**src/rtl/fma_operand_queue.sv**
```systemverilog
// fma_operand_queue: stages sparse a/b/c operand writes into complete FMA sets and queues them
module fma_operand_queue #(
  parameter int FMA_COUNT = 2,
  parameter int WIDTH = 16,
  parameter int DEPTH = 2
) (
  input  logic                                 clk_in,
  input  logic                                 rst_in,
  input  logic [FMA_COUNT*3*WIDTH-1:0]         abc_in,
  input  logic [FMA_COUNT*3-1:0]               abc_valid_in,
  input  logic                                 flush_in,
  output logic                                 fill_ready_out,
  output logic [FMA_COUNT*3*WIDTH-1:0]         abc_out,
  output logic [FMA_COUNT-1:0]                 c_valid_out,
  output logic                                 abc_valid_out,
  input  logic                                 abc_ready_in,
  output logic [$clog2(DEPTH+1)-1:0]           count_out
);
  localparam int TW = FMA_COUNT * 3 * WIDTH;
  localparam int EW = TW + FMA_COUNT;
  localparam int CW = $clog2(DEPTH + 1);
  localparam int PW = $clog2(DEPTH);
  logic [TW-1:0]        r_stage, w_stage_nxt;
  logic [FMA_COUNT-1:0] r_a_seen, r_b_seen, r_c_seen, w_a_nxt, w_b_nxt, w_c_nxt;
  logic [EW-1:0]        r_mem [DEPTH];
  logic [PW-1:0]        r_rd, r_wr;
  logic [CW-1:0]        r_count;
  logic                 w_complete, w_pop, w_commit, w_fill_ready;
  logic [EW-1:0]        w_head;
  assign w_complete = &(r_a_seen & r_b_seen);
  assign w_pop = (r_count != '0) && abc_ready_in;
  assign w_commit = w_complete && ((r_count < CW'(DEPTH)) || w_pop);
  assign w_fill_ready = !(w_complete && (r_count == CW'(DEPTH)));
  assign w_head = r_mem[r_rd];
  assign fill_ready_out = w_fill_ready;
  assign abc_valid_out = r_count != '0;
  assign abc_out = abc_valid_out ? w_head[EW-1:FMA_COUNT] : '0;
  assign c_valid_out = abc_valid_out ? w_head[FMA_COUNT-1:0] : '0;
  assign count_out = r_count;
  // a commit clears staging first, so strobes from the same cycle start the next set
  always_comb begin
    w_stage_nxt = w_commit ? '0 : r_stage;
    w_a_nxt = w_commit ? '0 : r_a_seen;
    w_b_nxt = w_commit ? '0 : r_b_seen;
    w_c_nxt = w_commit ? '0 : r_c_seen;
    for (int k = 0; k < FMA_COUNT; k++) begin
      for (int j = 0; j < 3; j++)
        if (w_fill_ready && abc_valid_in[3*k+j])
          w_stage_nxt[(3*k+j)*WIDTH +: WIDTH] = abc_in[(3*k+j)*WIDTH +: WIDTH];
      w_a_nxt[k] = w_a_nxt[k] | (w_fill_ready & abc_valid_in[3*k]);
      w_b_nxt[k] = w_b_nxt[k] | (w_fill_ready & abc_valid_in[3*k+1]);
      w_c_nxt[k] = w_c_nxt[k] | (w_fill_ready & abc_valid_in[3*k+2]);
    end
  end
  always_ff @(posedge clk_in) begin
    if (rst_in || flush_in) begin
      r_stage <= '0;
      r_a_seen <= '0;
      r_b_seen <= '0;
      r_c_seen <= '0;
      r_rd <= '0;
      r_wr <= '0;
      r_count <= '0;
    end else begin
      r_stage <= w_stage_nxt;
      r_a_seen <= w_a_nxt;
      r_b_seen <= w_b_nxt;
      r_c_seen <= w_c_nxt;
      r_rd <= r_rd + PW'(w_pop);
      r_wr <= r_wr + PW'(w_commit);
      r_count <= r_count + CW'(w_commit) - CW'(w_pop);
    end
  end
  always_ff @(posedge clk_in)
    if (w_commit && !rst_in && !flush_in) r_mem[r_wr] <= {r_stage, r_c_seen};
endmodule
```
**config.mk**
```make
export PLATFORM = sky130hd
export DESIGN_NAME = fma_operand_queue
export DESIGN_NICKNAME = d
export VERILOG_FILES = /design/src/rtl/fma_operand_queue.sv
export SDC_FILE = /design/constraint.sdc
export NUM_CORES = 1
export LEC_CHECK = 0
export CAP_MARGIN = 5
export CORE_MARGIN = 4
export CORE_UTILIZATION = 40
export DETAILED_ROUTE_END_ITERATION = 10
export GPL_ROUTABILITY_DRIVEN = 1
export GPL_TIMING_DRIVEN = 0
export PLACE_DENSITY = 0.62
export SETUP_SLACK_MARGIN = 0.3
export SYNTH_ARGS = -nofsm -noshare
export SYNTH_HDL_FRONTEND = slang
export SYNTH_SLANG_ARGS = --single-unit
```
**constraint.sdc**
```tcl
create_clock -name clk_in -period 26.6 [get_ports clk_in]
set_input_delay 5.32 -clock clk_in [delete_from_list [all_inputs] [get_ports clk_in]]
set_output_delay 5.32 -clock clk_in [all_outputs]
set_load 0.01 [all_outputs]
```
## Word level (Yosys, flattened, before mapping)

Memory sizes are Yosys's and may differ from the RTL's. A register that Yosys moved wholly into a read port is not among the register bits.
Index checks and enable logic that the tools add are counted.

- Word-level logic and storage cells: 71
- Input port bits: 106
- Memory bits (writable): 196
- Output and inout bits: 102
- Memories kept: 1
- Bits in registers: 106

Memories:

| memory | words | bits a word | rd ports | clocked after memory_dff | write ports | line | text |
|---|---|---|---|---|---|---|---|
| r_mem | 2 | 98 | 1 | 1 | 1 | 25 | `logic [EW-1:0] r_mem [DEPTH];` |

- Add/subtract/negate cells: 4
- Muxes and demuxes: 15
- Magnitude comparators: 1
- Bitwise operators: 13
- Eq/ne operators: 1
- Reductions and logical operators: 24

Operator list:

| operator | number |
|---|---|
| 2-to-1 mux 96 bit | 2 |
| 2-to-1 mux 16 bit | 6 |
| nonzero test 2 bit | 7 |
| logical AND 1 bit | 11 |
| 2-to-1 mux 2 bit | 4 |
| bitwise AND 1 bit | 6 |
| bitwise OR 1 bit | 6 |
| zero test 1 bit | 3 |
| 2-to-1 mux 1 bit | 3 |
| adder 1 bit | 2 |
| adder 2 x 1 -> 2 bit | 1 |
| bitwise AND 2 bit | 1 |
| equality test 2 bit, second input constant | 1 |
| logical OR 1 bit | 2 |
| < comparator 2 bit, second input constant | 1 |
| AND reduction 2 bit | 1 |
| subtractor 2 x 1 -> 2 bit | 1 |

## Depth between registers and ports, before layout

Gate-level depths: netlist of run 1.

- Depth in word-level cells: 8
- Depth in mapped cells: 10
- Depth with buffers taken out: 8

## Worst setup path before layout of run 1

No wires, ideal clock.

- Path kind: input to register
- Start: in abc_ready_in
- End: mem r_mem[0][0] (netlist bit), enable pin
- Stages on the path: 5
- Setup slack: 13.365 ns
- Arrival time: 12.559 ns
- Setup time: 0.675 ns
- Cells stage by stage: nor2b_1 buf_2 buf_4 or2_1 nor3_1

- Cells in the longest elaborated chain, start to end: 7

RTL lines:

| what | line | text |
|---|---|---|
| start, declared | 16 | `input logic abc_ready_in,` |
| logical AND 1 bit | 31 | `assign w_pop = (r_count != '0) && abc_ready_in;` |
| logical OR 1 bit | 32 | `assign w_commit = w_complete && ((r_count < CW'(DEPTH)) \|\| w_pop);` |
| logical AND 1 bit | 32 |  |
| logical AND 1 bit (2 in series) | 75 | `if (w_commit && !rst_in && !flush_in) r_mem[r_wr] <= {r_stage, r_c_seen};` |
| 2-to-1 mux 1 bit | 75 |  |
| 2-to-1 mux 1 bit (implied by the code) | 75 |  |
| end, declared | 25 |  |

No other way between the ends.

## Worst setup path after layout of run 1

- Start: reg r_count[1], in the netlist count_out[1]
- End: out c_valid_out[0]

- Cells in the longest elaborated chain, start to end: 2

RTL lines:

| what | line | text |
|---|---|---|
| start, declared | 27 | `logic [CW-1:0] r_count;` |
| start signal, assigned | 71 | `r_count <= r_count + CW'(w_commit) - CW'(w_pop);` |
| nonzero test 2 bit | 36 | `assign abc_valid_out = r_count != '0;` |
| 2-to-1 mux 2 bit | 38 | `assign c_valid_out = abc_valid_out ? w_head[FMA_COUNT-1:0] : '0;` |
| end, declared | 14 | `output logic [FMA_COUNT-1:0] c_valid_out,` |

No other way between the ends.

==> results of run 1 <==
## cells by family (layout without fill, tap and decap cells)
kind of cell               count (synthesis)  after routing
AOI/OAI and AO/OA                        123            123
xor gates and xnor gates                   2              2
buffers and inverters                     84            370
DFF                                      302            302
and+or+nand+nor                          210            210
adders and majority gates                  2              2
muxes                                    194            194
## routing by layer
layer,track usage,vias up,part of all wire,routed length (um)
li1,-,3885,-,-
met1,0.2353,3857,0.44,13280
met2,0.2992,186,0.49,14630
met3,0.03606,42,0.054,1613
met4,0.03362,6,0.017,507
met5,0,-,0.0013,38
## cell usage in the layout, fill, tap and decap left out, types with 2 or more instances in the layout
cell and instances:
clkbuf_1 40, or2_2 2, buf_1 7, buf_8 2, nor3_2 2, inv_1 4
xor2_1 2, nand2_1 96, clkbuf_8 2, o211ai_1 96, a21oi_1 7, mux2i_1 194
buf_2 26, o21a_1 6, clkdlybuf4s50_1 207, nor2_1 102, edfxtp_1 196, clkinv_1 7
buf_4 2, dfxtp_1 106, ha_1 2, bufinv_16 5, clkinv_2 5, and2_1 2
buf_6 30, o21ai_0 14, clkbuf_16 31
## report_power, final
part / switching [uW] / total (uW) / leakage [uW] / internal, uW
clock: 174 / 440 / 0.000508 / 266
combinational: 17.2 / 39.7 / 0.00237 / 22.5
sequential: 3.80 / 506 / 0.00257 / 502
## per-stage QoR
step	setup WS (ps)	instances	power (uW)	hold slack, ps
final	18410	1593	985.8	445.0
after detailed placement	18650	1536	555.8	434.3
after global placement	8067	1514	555.1	428.5
after CTS	18320	1593	994.4	448.4
after floorplan	13370	917	532.1	419.2
after global routing	18200	1593	1017	457.8
## sequential cells by signal, indices dropped and copies added (netlist names)
name and count:
r_rd 1, r_stage 96, r_c_seen 2, r_mem 196, count_out 2, r_a_seen 2, r_wr 1, r_b_seen 2
## worst paths after layout
| check | start | to | slack, ps | cells past startpoint |
|---|---|---|---|---|
| worst max-delay path | count_out[1]$_SDFF_PP0_ | c_valid_out[0] | 18410 | 5 |
| worst max register to register | r_a_seen[1]$_SDFF_PP0_ | r_mem[0][47]$_DFFE_PP_ | 23880 | 7 |
| worst min register to register | r_c_seen[0]$_SDFF_PP0_ | r_mem[1][0]$_DFFE_PP_ | 450 | 0 |
| worst min-delay path | r_c_seen[0]$_SDFF_PP0_ | r_mem[1][0]$_DFFE_PP_ | 450 | 0 |
## cell type report
cell class              count  area, sq um  share of cell area
flip-flops and latches    302         8008              0.5011
multi-input cells         531         3689              0.2308
repair buffers            229         2327              0.1456
clock buffers              38        822.0             0.05144
well taps                 390        488.0             0.03053
plain buffers              80        415.4             0.02599
clock inverters            19        217.7             0.01362
inverters                   4        15.01           0.0009395
==> metrics.md, run 1 <==
| Metric | Value |
|---|---|
| Area after detailed placement | `14940 sq um` |
| Part of the cycle the worst path needs | `0.3078` |
| Number of detailed-routing iterations run before antenna repair | `4` |
| Maximum clock path buffer count | `3` |
| Slew at the pin closest to its max-slew limit | `796.0 ps` |
| Main combinational cell family by area after synthesis | `multiplexers` |
| Die outline area | `33140 sq um` |
| Static leakage | `0.005446 uW` |
| Clock input transition at the sequential cells of the worst setup and hold paths | `70 ps` |
| Final WL | `30070 um` |
| Critical path data arrival time | `2870 ps` |
| Total via count in the routed design | `7976` |
| Maximum clock frequency | `122.1 MHz` |
| Bufs and invs on worst path | `3` |
| Total power divided by cell area | `61.68 nW/um^2` |
| Skew final | `11.78 ps` |
| Max IR drop VDD | `43.58 uV` |
| Post-DR wirelength/cell | `18.88 um` |
| EDFF count, synth | `196` |
| RSZ-0062 raised after global routing | `false` |
| CTS tree | `yes` |
| Initial Utilization | `0.4067` |
| Post-synthesis compound-gate area fraction | `0.07187` |
| Share of final-layout standard cells stronger than drive strength 1 | `0.09227` |
| Final min period | `8188 ps` |
| DR DRC count | `0` |
| Share of the core filled with cells in the final layout | `0.5364` |
| Top delay family on crit path | `buffers and inverters` |
| Proportion of synthesized area in mux cells | `0.1603` |
| Initial antenna violation count | `4` |
| Estimated wirelength of the detail-placed design | `21260 um` |
| Number of violations reported at the end of detailed-routing iteration 0 | `456` |
| Nets | `1287` |
| Slew HR | `0.4674` |
| Slowest cell on the critical path | `nor2_1` |
| Setup Buffers After CTS | `0` |
| Class of the most critical hold timing path | `reg -> reg` |
| Proportion of synthesized chip area in sequential cells | `0.6609` |
| Crit-path cells | `nor2_1 > buf_2 > buf_2 > nor2_1 > clkdlybuf4s50_1` |
| CP required | `21280 ps` |
| Share of synthesized registers carrying an async set or reset | `0` |
| Number of clock buffers inserted by TritonCTS | `31` |
| Layout fillers | `2589` |
| Crit-path max cell delay | `630 ps` |
| Number of warning messages in the yosys log | `0` |
| Wire length of the first global-routing pass | `45990 um` |
| Cell with the most instances after synthesis | `edfxtp_1` |
| Height of the die | `182.0 um` |
| Rows | `63` |
| CTS resizes | `0` |
| Run status | `finished clean` |
| Count of antenna diodes in the layout | `0` |
| Via density per instance | `5.007` |
| Share of the synthesized area in the top cell type | `0.4857` |
| Cell chosen for the clock root | `clkbuf_16` |
| Post-synthesis to final-layout area growth | `31.90%` |
| Core Footprint | `29800 sq um` |
| Top cells by area, synth | `edfxtp_1 (49%), dfxtp_1 (18%), mux2i_1 (16%)` |
| Cell taking the most area after synthesis | `edfxtp_1` |
| Total negative setup slack | `0 ps` |
| Gr ovfl total | `0` |
| Synth top cells by count | `edfxtp_1 (196), mux2i_1 (194), dfxtp_1 (106)` |
| Synthesized netlist net count | `1025` |
| Commonest register cell after synthesis | `edfxtp_1` |
| Endpoint type of the worst setup path | `primary output` |
| Final Hold Vio Count | `0` |
| Critical path class | `reg -> out` |
| Mean area per synthesized cell | `13.21 sq um` |
| Maximum net fanout on the critical path | `10` |
| Final setup fails | `0` |
| Post-Synthesis Cells | `917` |
| Kind of launch point of the worst setup path | `flop` |
| Total global-route track usage | `0.1757` |
| Hold_buf cts | `0` |
| Placer Congestion | `0.7325` |
| Number of sinks handled by clock tree synthesis | `302` |
| Post-route antenna net violation count | `0` |
| Netlist area before placement | `12120 sq um` |
| Register bit total from synthesis | `302` |
| Chip Width | `182.0 um` |
| IO Count | `208` |
| Vias in the first global route | `8070` |
| Largest net degree at the start of global routing | `16` |
| Port-buffer cells | `207` |
| Maximum level of the CTS H-tree | `1` |
| Clock latency reported for the late side of the worst-skew pair | `550 ps` |
| Reported max-cap violation count | `0` |
| Max-slew violation total from the final report | `0` |
| Post-synthesis share of cell area spent on xor and xnor gates | `0.001446` |
| Simple-gate share of the synthesized area | `0.06795` |
| Finished layout cell area | `15980 sq um` |
| Synth cell types | `25` |
| Adder-Cell Fraction of Synth Area | `0.002065` |
Power figures use the tool's default switching activity.
==> run 2, diff against run 1 <==
Settings changed: PLACE_DENSITY 0.62 to 0.65.
Clock period 26.6 ns to 6.95 ns, I/O delays scaled along.
==> run 2 against run 1 <==
Against the previous run:
- critical path depth fell by 1
- clock skew fell by 0.80 ps
- first-iteration DRC count fell by 14%
- sequential share of layout area rose by 0.15 points
- sequential cell count did not move
- largest power group unchanged
- highest routed layer is now met4
- non-clock buffer count fell by 1
- critical endpoint is now abc_out[85]
- critical path type unchanged
- clock power rose to 3.7 times the previous value
- sequential power rose to 3.8 times the previous value
- routed wire length fell by 0.71%
==> metrics.md, run 2 (same netlist as run 1, synthesis figures left out) <==
| Metric | Value |
|---|---|
| Most common library cell in the layout ignoring fill and taps | `clkdlybuf4s50_1` |
| Crit-path cells | `nor2_1 > clkbuf_1 > nor2_1 > clkdlybuf4s50_1` |
| Total power divided by cell area | `232.7 nW/um^2` |
| Register-to-Register Path Depth | `7` |
| RSZ-0062 raised after global routing | `false` |
| Library cell appearing most often on the critical path | `nor2_1` |
| Share of final-layout standard cells stronger than drive strength 1 | `0.09318` |
| Total via count in the routed design | `7912` |
| Max IR drop VDD | `178.7 uV` |
| IO Count | `208` |
| Nets | `1286` |
| Setup Buffers After CTS | `0` |
| Post-route antenna net violation count | `0` |
| Maximum level of the CTS H-tree | `1` |
| Static leakage | `0.005421 uW` |
| Post-route insts no fill | `1592` |
| Most frequent cells in the layout | `clkdlybuf4s50_1 (207), edfxtp_1 (196), mux2i_1 (194)` |
| CTS resizes | `0` |
| Class of the most critical hold timing path | `reg -> reg` |
| Number of clock buffers inserted by TritonCTS | `31` |
| Initial antenna violation count | `0` |
| CP required | `5560 ps` |
| Final Hold Vio Count | `0` |
| Biggest registers after layout | `r_mem (196), r_stage (96)` |
| Number of violations reported at the end of detailed-routing iteration 0 | `393` |
| Post-synthesis to final-layout area growth | `31.50%` |
| Number of instances on the worst hold path | `0` |
| Largest net degree at the start of global routing | `15` |
| Rows | `63` |
| Total global-route track usage | `0.1742` |
| Estimated wirelength of the detail-placed design | `21170 um` |
| Final setup fails | `0` |
| Number of sinks handled by clock tree synthesis | `302` |
| Maximum clock path buffer count | `3` |
| Chip Width | `182.0 um` |
| Post-DR wirelength/cell | `18.76 um` |
| Port-buffer cells | `207` |
| Largest register by flop count | `r_mem` |
| Slew at the pin closest to its max-slew limit | `961.3 ps` |
| Die outline area | `33140 sq um` |
| Via density per instance | `4.970` |
| Flip-flop count of the largest register after layout | `196` |
| Slew HR | `0.3556` |
| Clock input transition at the sequential cells of the worst setup and hold paths | `60 ps` |
| DR DRC count | `0` |
| Final min period | `4289 ps` |
| Crit-path max cell delay | `670 ps` |
| Wire length of the first global-routing pass | `45670 um` |
| Number of detailed-routing iterations run before antenna repair | `5` |
| Endpoint type of the worst setup path | `primary output` |
| Kind of launch point of the worst setup path | `flop` |
| Slowest cell on the critical path | `nor2_1` |
| Vias in the first global route | `8003` |
| Count of antenna diodes in the layout | `0` |
| Maximum clock frequency | `233.1 MHz` |
| Clock latency reported for the late side of the worst-skew pair | `540 ps` |
| Critical path class | `reg -> out` |
| Final WL | `29860 um` |
| Dpl cells | `1535` |
| Part of the cycle the worst path needs | `0.6172` |
| Reported max-cap violation count | `0` |
| Gr ovfl total | `0` |
| Critical path data arrival time | `2900 ps` |
| Max-slew violation total from the final report | `0` |
| Hold_buf cts | `0` |
| Cell chosen for the clock root | `clkbuf_16` |
| Run status | `finished clean` |
| Placer Congestion | `0.7509` |
| Total negative setup slack | `0 ps` |
| Height of the die | `182.0 um` |
| Maximum net fanout on the critical path | `10` |
| CTS tree | `yes` |
| Final-layout worst hold slack | `452.6 ps` |
| Skew final | `10.98 ps` |
| Core Footprint | `29800 sq um` |
| Initial Utilization | `0.4067` |
[run 2: cell types whose count changed in the layout (fill, tap and decap cells not counted)]
cell	previous run	this run
clkinvlp_4	1	2
inv_4	0	1
clkbuf_1	40	44
clkbuf_8	2	6
clkinv_4	0	1
bufinv_16	5	2
buf_6	30	28
buf_4	2	3
inv_6	1	0
clkinv_2	5	4
clkinv_1	7	1
[run 2: final timing paths]
check / to / slack, ps / from
setup / recovery: abc_out[85] / 2660 / count_out[1]$_SDFF_PP0_
hold / removal: r_mem[0][25]$_DFFE_PP_ / 450 / r_stage[23]$_SDFFE_PP0P_
setup reg to reg: r_mem[1][20]$_DFFE_PP_ / 3980 / r_b_seen[1]$_SDFF_PP0_
hold reg to reg: r_mem[0][25]$_DFFE_PP_ / 450 / r_stage[23]$_SDFFE_PP0P_
[run 2: area by class of cell]
class	instances	area, sq um
Inverter	4	15.01
Tap cell	390	488.0
Sequential cell	302	8008
Multi-Input combinational cell	531	3689
Clock buffer	46	892.1
Timing Repair Buffer	228	2312
Clock inverter	11	113.9
Buffer	80	415.4
Fill cell	2585	13860
[run 2: power breakdown]
part / internal [uW] / switching, uW
combinational: 86.2 / 66.7
clock: 958 / 661
sequential: 1920 / 14.8
[run 2: through the flow]
stage / total power, uW / util / setup WS (ps) / instance area (sq um)
global placement: 2125 / 0.4926 / -7733 / 14680
CTS: 3740 / 0.5347 / 2542 / 15930
floorplan: 2037 / - / -2355 / 12120
global route: 3823 / 0.5347 / 2482 / 15930
finish: 3708 / 0.5347 / 2661 / 15930
detailed placement: 2128 / 0.5010 / 2597 / 14930
[run 2: critical path: cells and delay by family (launching register included)]
kind | cells | cell delay, ps
buffers and inverters | 2 | 1140
DFF | 1 | 370
and+or+nand+nor | 2 | 840
[run 2: routing by layer]
metal / vias to the layer above / global-route usage / part of all wire
li1: 3888 / - / -
met5: - / 0 / 0
met2: 166 / 0.3049 / 0.50
met4: 0 / 0.03452 / 0.018
met3: 34 / 0.02845 / 0.044
met1: 3824 / 0.2303 / 0.44
